<file path="config.mk">
export PLATFORM = sky130hd
export DESIGN_NAME = cache_level_1
export DESIGN_NICKNAME = d
export VERILOG_FILES = /design/src/rtl/cache_pkg.sv /design/src/rtl/cache_l1_array.sv /design/src/rtl/cache_level_1.sv
export SDC_FILE = /design/constraint.sdc
export NUM_CORES = 1
export LEC_CHECK = 0
export BUFFER_PORTS_ARGS = -buffer_cell sky130_fd_sc_hd__buf_4
export CORE_MARGIN = 2
export CORE_UTILIZATION = 55
export DETAILED_ROUTE_END_ITERATION = 7
export PLACE_DENSITY = 0.81
export SLEW_MARGIN = 20
export SYNTH_ARGS = -nofsm -noshare
export SYNTH_HDL_FRONTEND = slang
export SYNTH_SLANG_ARGS = --single-unit
</file>
<file path="constraint.sdc">
create_clock -name clk -period 5.5 [get_ports clk]
set_input_delay 0.275 -clock clk [delete_from_list [all_inputs] [get_ports clk]]
set_output_delay 0.275 -clock clk [all_outputs]
set_load 0.1 [all_outputs]
</file>
<file path="src/rtl/cache_pkg.sv">
// Shared types, line geometry and address-field helpers for the L1 data cache.
package cache_pkg;

  localparam int LINE_WORDS = 4;
  localparam int LINE_W     = 128;
  localparam int WORD_W     = 32;

  typedef enum logic {
    IDLE   = 1'b0,
    REFILL = 1'b1
  } state_t;

  // Helpers return 32-bit fields; callers narrow to their configured widths.
  function automatic logic [31:0] addr_tag(input logic [31:0] addr, input int idx_bits);
    return addr >> (idx_bits + 2);
  endfunction

  function automatic logic [31:0] addr_index(input logic [31:0] addr, input int idx_bits);
    return (addr >> 2) & ((32'd1 << idx_bits) - 32'd1);
  endfunction

  function automatic logic [1:0] addr_offset(input logic [31:0] addr);
    return addr[1:0];
  endfunction

endpackage

</file>
<file path="src/rtl/cache_l1_array.sv">
// Valid/tag/data storage for the direct-mapped L1: synchronous valid clear,
// whole-line refill write, single-word write and combinational lookup.
module cache_l1_array
  import cache_pkg::*;
#(
  parameter int IDX_BITS = 3,
  parameter int TAG_BITS = 30 - IDX_BITS
) (
  input  logic                clk,
  input  logic                rst,
  input  logic [IDX_BITS-1:0] rd_idx,
  output logic                rd_valid,
  output logic [TAG_BITS-1:0] rd_tag,
  output logic [LINE_W-1:0]   rd_line,
  input  logic                line_we,
  input  logic [IDX_BITS-1:0] line_idx,
  input  logic [TAG_BITS-1:0] line_tag,
  input  logic [LINE_W-1:0]   line_data,
  input  logic                word_we,
  input  logic [IDX_BITS-1:0] word_idx,
  input  logic [1:0]          word_off,
  input  logic [WORD_W-1:0]   word_data
);

  localparam int LINES = 2 ** IDX_BITS;

  logic [LINES-1:0]    valid_q;
  logic [TAG_BITS-1:0] tag_arr [LINES];
  logic [LINE_W-1:0]   data_arr [LINES];

  always_ff @(posedge clk) begin
    if (rst) begin
      valid_q <= '0;
    end else if (line_we) begin
      valid_q[line_idx] <= 1'b1;
    end
  end

  // Tag/data carry no reset: a line is only ever read through its valid bit.
  always_ff @(posedge clk) begin
    if (line_we) begin
      tag_arr[line_idx]  <= line_tag;
      data_arr[line_idx] <= line_data;
    end else if (word_we) begin
      data_arr[word_idx][WORD_W*word_off +: WORD_W] <= word_data;
    end
  end

  assign rd_valid = valid_q[rd_idx];
  assign rd_tag   = tag_arr[rd_idx];
  assign rd_line  = data_arr[rd_idx];

endmodule

</file>
<file path="src/rtl/cache_level_1.sv">
// Direct-mapped, write-through, no-write-allocate L1 data cache (FSM and port muxing).
// Optional hit/miss counters are built when CACHE_L1_PERF_EN is defined.
//
// state  | meaning
// IDLE   | serve read hits, forward writes, detect read misses
// REFILL | CPU stalled, reading the missed line from L2 at miss_addr_q
module cache_level_1
  import cache_pkg::*;
#(
  parameter int IDX_BITS = 3,
  parameter int TAG_BITS = 30 - IDX_BITS
) (
  input  logic          clk,
  input  logic          rst,
  input  logic          cpu_read,
  input  logic          cpu_write,
  input  logic [31:0]   cpu_addr,
  input  logic [31:0]   cpu_wdata,
  output logic [31:0]   cpu_rdata,
  output logic          cpu_stall,
  output logic          l2_read_index,
  output logic          l2_write_index,
  output logic [31:0]   l2_addr,
  output logic [31:0]   l2_write_data,
  input  logic          l2_stall,
`ifdef CACHE_L1_PERF_EN
  input  logic [127:0]  l2_block,
  output logic [31:0]   perf_hits,
  output logic [31:0]   perf_misses
`else
  input  logic [127:0]  l2_block
`endif
);

  state_t state_q, state_d;
  logic [31:0] miss_addr_q;

  logic [IDX_BITS-1:0] cur_idx, miss_idx;
  logic [TAG_BITS-1:0] cur_tag, miss_tag;
  logic [1:0]          cur_off;

  logic                rd_valid;
  logic [TAG_BITS-1:0] rd_tag;
  logic [LINE_W-1:0]   rd_line;
  logic                hit;

  logic line_we, word_we, miss_latch, read_hit;

  assign cur_idx  = IDX_BITS'(addr_index(cpu_addr, IDX_BITS));
  assign cur_tag  = TAG_BITS'(addr_tag(cpu_addr, IDX_BITS));
  assign cur_off  = addr_offset(cpu_addr);
  assign miss_idx = IDX_BITS'(addr_index(miss_addr_q, IDX_BITS));
  assign miss_tag = TAG_BITS'(addr_tag(miss_addr_q, IDX_BITS));

  cache_l1_array #(
    .IDX_BITS (IDX_BITS),
    .TAG_BITS (TAG_BITS)
  ) u_array (
    .clk       (clk),
    .rst       (rst),
    .rd_idx    (cur_idx),
    .rd_valid  (rd_valid),
    .rd_tag    (rd_tag),
    .rd_line   (rd_line),
    .line_we   (line_we),
    .line_idx  (miss_idx),
    .line_tag  (miss_tag),
    .line_data (l2_block),
    .word_we   (word_we),
    .word_idx  (cur_idx),
    .word_off  (cur_off),
    .word_data (cpu_wdata)
  );

  assign hit = rd_valid & (rd_tag == cur_tag);

  // Outputs and array writes are all forced low while rst is high.
  always_comb begin
    state_d        = state_q;
    cpu_rdata      = '0;
    cpu_stall      = 1'b0;
    l2_read_index  = 1'b0;
    l2_write_index = 1'b0;
    l2_addr        = '0;
    l2_write_data  = '0;
    line_we        = 1'b0;
    word_we        = 1'b0;
    miss_latch     = 1'b0;
    read_hit       = 1'b0;
    if (!rst) begin
      case (state_q)
        IDLE: begin
          if (cpu_write) begin
            l2_write_index = 1'b1;
            l2_addr        = cpu_addr;
            l2_write_data  = cpu_wdata;
            word_we        = hit;
          end else if (cpu_read) begin
            if (hit) begin
              cpu_rdata = rd_line[WORD_W*cur_off +: WORD_W];
              read_hit  = 1'b1;
            end else begin
              cpu_stall  = 1'b1;
              miss_latch = 1'b1;
              state_d    = REFILL;
            end
          end
        end
        REFILL: begin
          cpu_stall     = 1'b1;
          l2_read_index = 1'b1;
          l2_addr       = miss_addr_q;
          if (!l2_stall) begin
            line_we = 1'b1;
            state_d = IDLE;
          end
        end
        default: state_d = IDLE;
      endcase
    end
  end

  always_ff @(posedge clk) begin
    if (rst) begin
      state_q     <= IDLE;
      miss_addr_q <= '0;
    end else begin
      state_q <= state_d;
      if (miss_latch) begin
        miss_addr_q <= {cpu_addr[31:2], 2'b00};
      end
    end
  end

`ifdef CACHE_L1_PERF_EN
  always_ff @(posedge clk) begin
    if (rst) begin
      perf_hits   <= '0;
      perf_misses <= '0;
    end else begin
      if (read_hit && perf_hits != 32'hFFFF_FFFF) begin
        perf_hits <= perf_hits + 32'd1;
      end
      if (miss_latch && perf_misses != 32'hFFFF_FFFF) begin
        perf_misses <= perf_misses + 32'd1;
      end
    end
  end
`endif

endmodule

</file>
==> results.json <==
{
  "drc_errors": 0,
  "boundaryPins": 296,
  "synthArstFlopShare": 0,
  "hold_slack_ns": 0.0360,
  "yosys.area_share.simple": 0.0454,
  "yosysMostFrequentCell": "edfxtp_1",
  "hold_viol": 0,
  "antenna_left": 0,
  "max-vdd-ir-drop_v": 0.000300,
  "highest_layer": "met5",
  "grt_pass1_wl_mm": 210,
  "ys_ff_latch": 1279,
  "wl_met2_mm": 68.7,
  "postCtsResizedCells": 0,
  "die_y_um": 311,
  "critical_path_class": "reg -> out",
  "max-cap-violations": 0,
  "setup-tns-final_ns": 0,
  "hpwl_mm": 84.6,
  "synth_compound_area_frac": 0.0382,
  "vias_per_cell": 6.83,
  "ys_types": 57,
  "critical_path.endpoint_type": "output pin",
  "port_buffers": 295,
  "cts_inserted_buffers": 118,
  "r2r_start": "u_array.tag_arr[7][23]",
  "p_switching_mw": 4.53,
  "min_period_ns": 4.92,
  "antenna_found_initial": 10,
  "synth_top_family_by_area": "multiplexers",
  "synth.area.top_cells": "edfxtp_1 72%, mux4_2 15%, nand2_1 2.4%, mux2i_1 1.8%, o21ai_0 1.6%",
  "syn-cell-area_um2": 51800,
  "synth_common_cells": "1,240 x edfxtp_1, 336 x mux4_2, 331 x nand2_1",
  "vias": 30500,
  "synth_edf_count": 1240,
  "critPathLaunch": "u_array.tag_arr[7][23]",
  "wl_met3_mm": 20.7,
  "pwr-share-clk": 0.402,
  "drive_above_1_share": 0.295,
  "syn-num-nets": 2962,
  "clock-sinks": 1279,
  "wl_per_cell_um": 32.6,
  "hp-class": "in -> reg",
  "grt_max_degree": 173,
  "start_util": 0.555,
  "avgSynthCellArea_um2": 18.8,
  "syn-instance-count": 2761,
  "ys.warnings.count": 0,
  "p_seq_frac": 0.530,
  "clock_latency_ns": 0.72,
  "clockBufferDepth": 3,
  "cp.arrival_ns": 4.64,
  "cts_setup_buffers": 0,
  "htree_levels": 3,
  "p_int_mw": 15.7,
  "synthAdderAreaFrac": 0.000966,
  "worst-path-max-fanout": 17,
  "finalClockSkew_ns": 0.0656,
  "yosysTopAreaCell": "edfxtp_1",
  "comb_power_share": 0.068,
  "stdcell_area_um2": 60000,
  "finalSetupViolations": 0,
  "yosysTopAreaCellShare": 0.719,
  "cp.required_ns": 5.22,
  "dr.pass1.iters": 6,
  "core_um2": 93300,
  "synthMuxAreaShare": 0.164,
  "drtIter0Drc": 4822,
  "cts.clk_slew.worst_paths_ns": 0.06,
  "routed_wl_mm": 146,
  "m1WireLength_mm": 49.1,
  "p_leak_nw": 19.6,
  "max_slew_margin": 0.146,
  "power_switching_share": 0.224,
  "grt_util_all_layers": 0.300,
  "die_w_um": 311,
  "n_fill_cell": 5897,
  "ys_seq_area_frac": 0.734,
  "pre_cts_slack_ns": 0.798,
  "synth_ff_type": "edfxtp_1",
  "timing.fmax_mhz": 203,
  "start_kind": "flop",
  "synth_xor_area_frac": 0.00169,
  "finalCritPeriodShare": 0.894,
  "area_delta_synth_final_pct": 15.9,
  "hold_start": "cpu_addr[3]",
  "root_buffer": "clkbuf_16",
  "dieArea_um2": 96600,
  "status": "completed",
  "rsz0062_at_grt": "no",
  "drv_slew": 0,
  "fin_nets": 3307,
  "grt_overflow": 0,
  "rows": 112,
  "place_area_um2": 55900,
  "gp_congestion": 0.933,
  "worst_slack_ns": 0.582,
  "tightest_slew_ns": 1.28,
  "grt_pass1_vias": 30800,
  "cts_tree": "done",
  "p_per_area_nw_per_um2": 337
}
[repair_timing]
| item | 4_1_cts | 5_1_grt |
|---|---|---|
| setup endpoints to repair | 0 | 0 |
| hold endpoints to repair | 28 | 0 |
| hold buffers | 28 | 0 |
[worst max-delay path, cell delays in order, from the launching register on]
cell	delay, ns
edfxtp_1	0.37
mux4_2	0.48
mux2i_1	0.18
xor2_1	0.27
o2111ai_1	0.16
or3_1	0.46
nor2_1	0.23
nand3_2	0.62
a21oi_1	0.76
buf_4	0.41
[logic make-up (layout without fill, tap and decap cells)]
kind of cell,count (synthesis),in the layout
mux,430,430
flops,1279,1279
buf+inv,185,633
other cells,0,6
simple gates,523,523
compound gates,330,330
fa+ha+maj,4,4
xor+xnor,10,10
[metal layers]
metal,vias to the layer above,global-route usage
met5,-,0
met4,10,0.137
met3,503,0.101
met2,2783,0.466
met1,15400,0.385
li1,11800,-
[final timing paths]
kind / to / depth (start not counted) / slack [ns]
hold / removal: miss_addr_q[3] / 3 / 0.04
hold reg to reg: u_array.valid_q[1] / 2 / 0.48
setup reg to reg: u_array.data_arr[7][82] / 9 / 1.21
setup / recovery: cpu_rdata[8] / 9 / 0.58
[registers in the layout, indices dropped and copies added (netlist names)]
name and flops:
u_array.valid_q 8, u_array.data_arr 1024, u_array.tag_arr 216, miss_addr_q 30, state_q 1
[cell usage in the layout (no fill, tap or decap), drive strengths merged, types with 7 or more instances in the layout]
cell type    count
dfxtp           39
buf            375
nor3b            8
a22o            54
and2            38
clkbuf         157
o21ai          162
nor4             8
nand2          331
mux4           336
mux2i           91
o21ba            7
nand3           33
nor2b            7
nor3            17
nor2            46
clkinv          52
bufinv           8
nand4            8
inv              9
a22oi           13
a21oi           69
edfxtp        1240
dlygate4sd3     28
o21a             8
[power by group through the flow]
stage               Clock (mW)  Combinational, mW  Sequential [mW]
floorplan                    0              0.816             10.9
global placement             0               1.26             10.9
detailed placement           0               1.30             10.9
CTS                       8.17               1.34             10.7
global route              8.49               1.42             10.7
finish                    8.14               1.37             10.7
[final cells by class]
cell class	count	area, um2	share of cell area
multi-input combinational	1297	13300	0.222
clock buffer	157	3220	0.0537
timing repair buffer	403	3220	0.0537
antenna	6	15.0	0.000250
clock inverter	66	619	0.0103
inverter	7	28.8	0.000480
sequential	1279	38000	0.634
tap	1254	1570	0.0261
[metrics by stage]
step | total power, mW | std cells | util
detailed placement | 12.2 | 4212 | 0.599
global route | 20.6 | 4466 | 0.643
CTS | 20.2 | 4463 | 0.643
finish | 20.2 | 4469 | 0.643
floorplan | 11.7 | 2761 | -
global placement | 12.2 | 4212 | 0.599
Power figures use the tool's default switching activity.
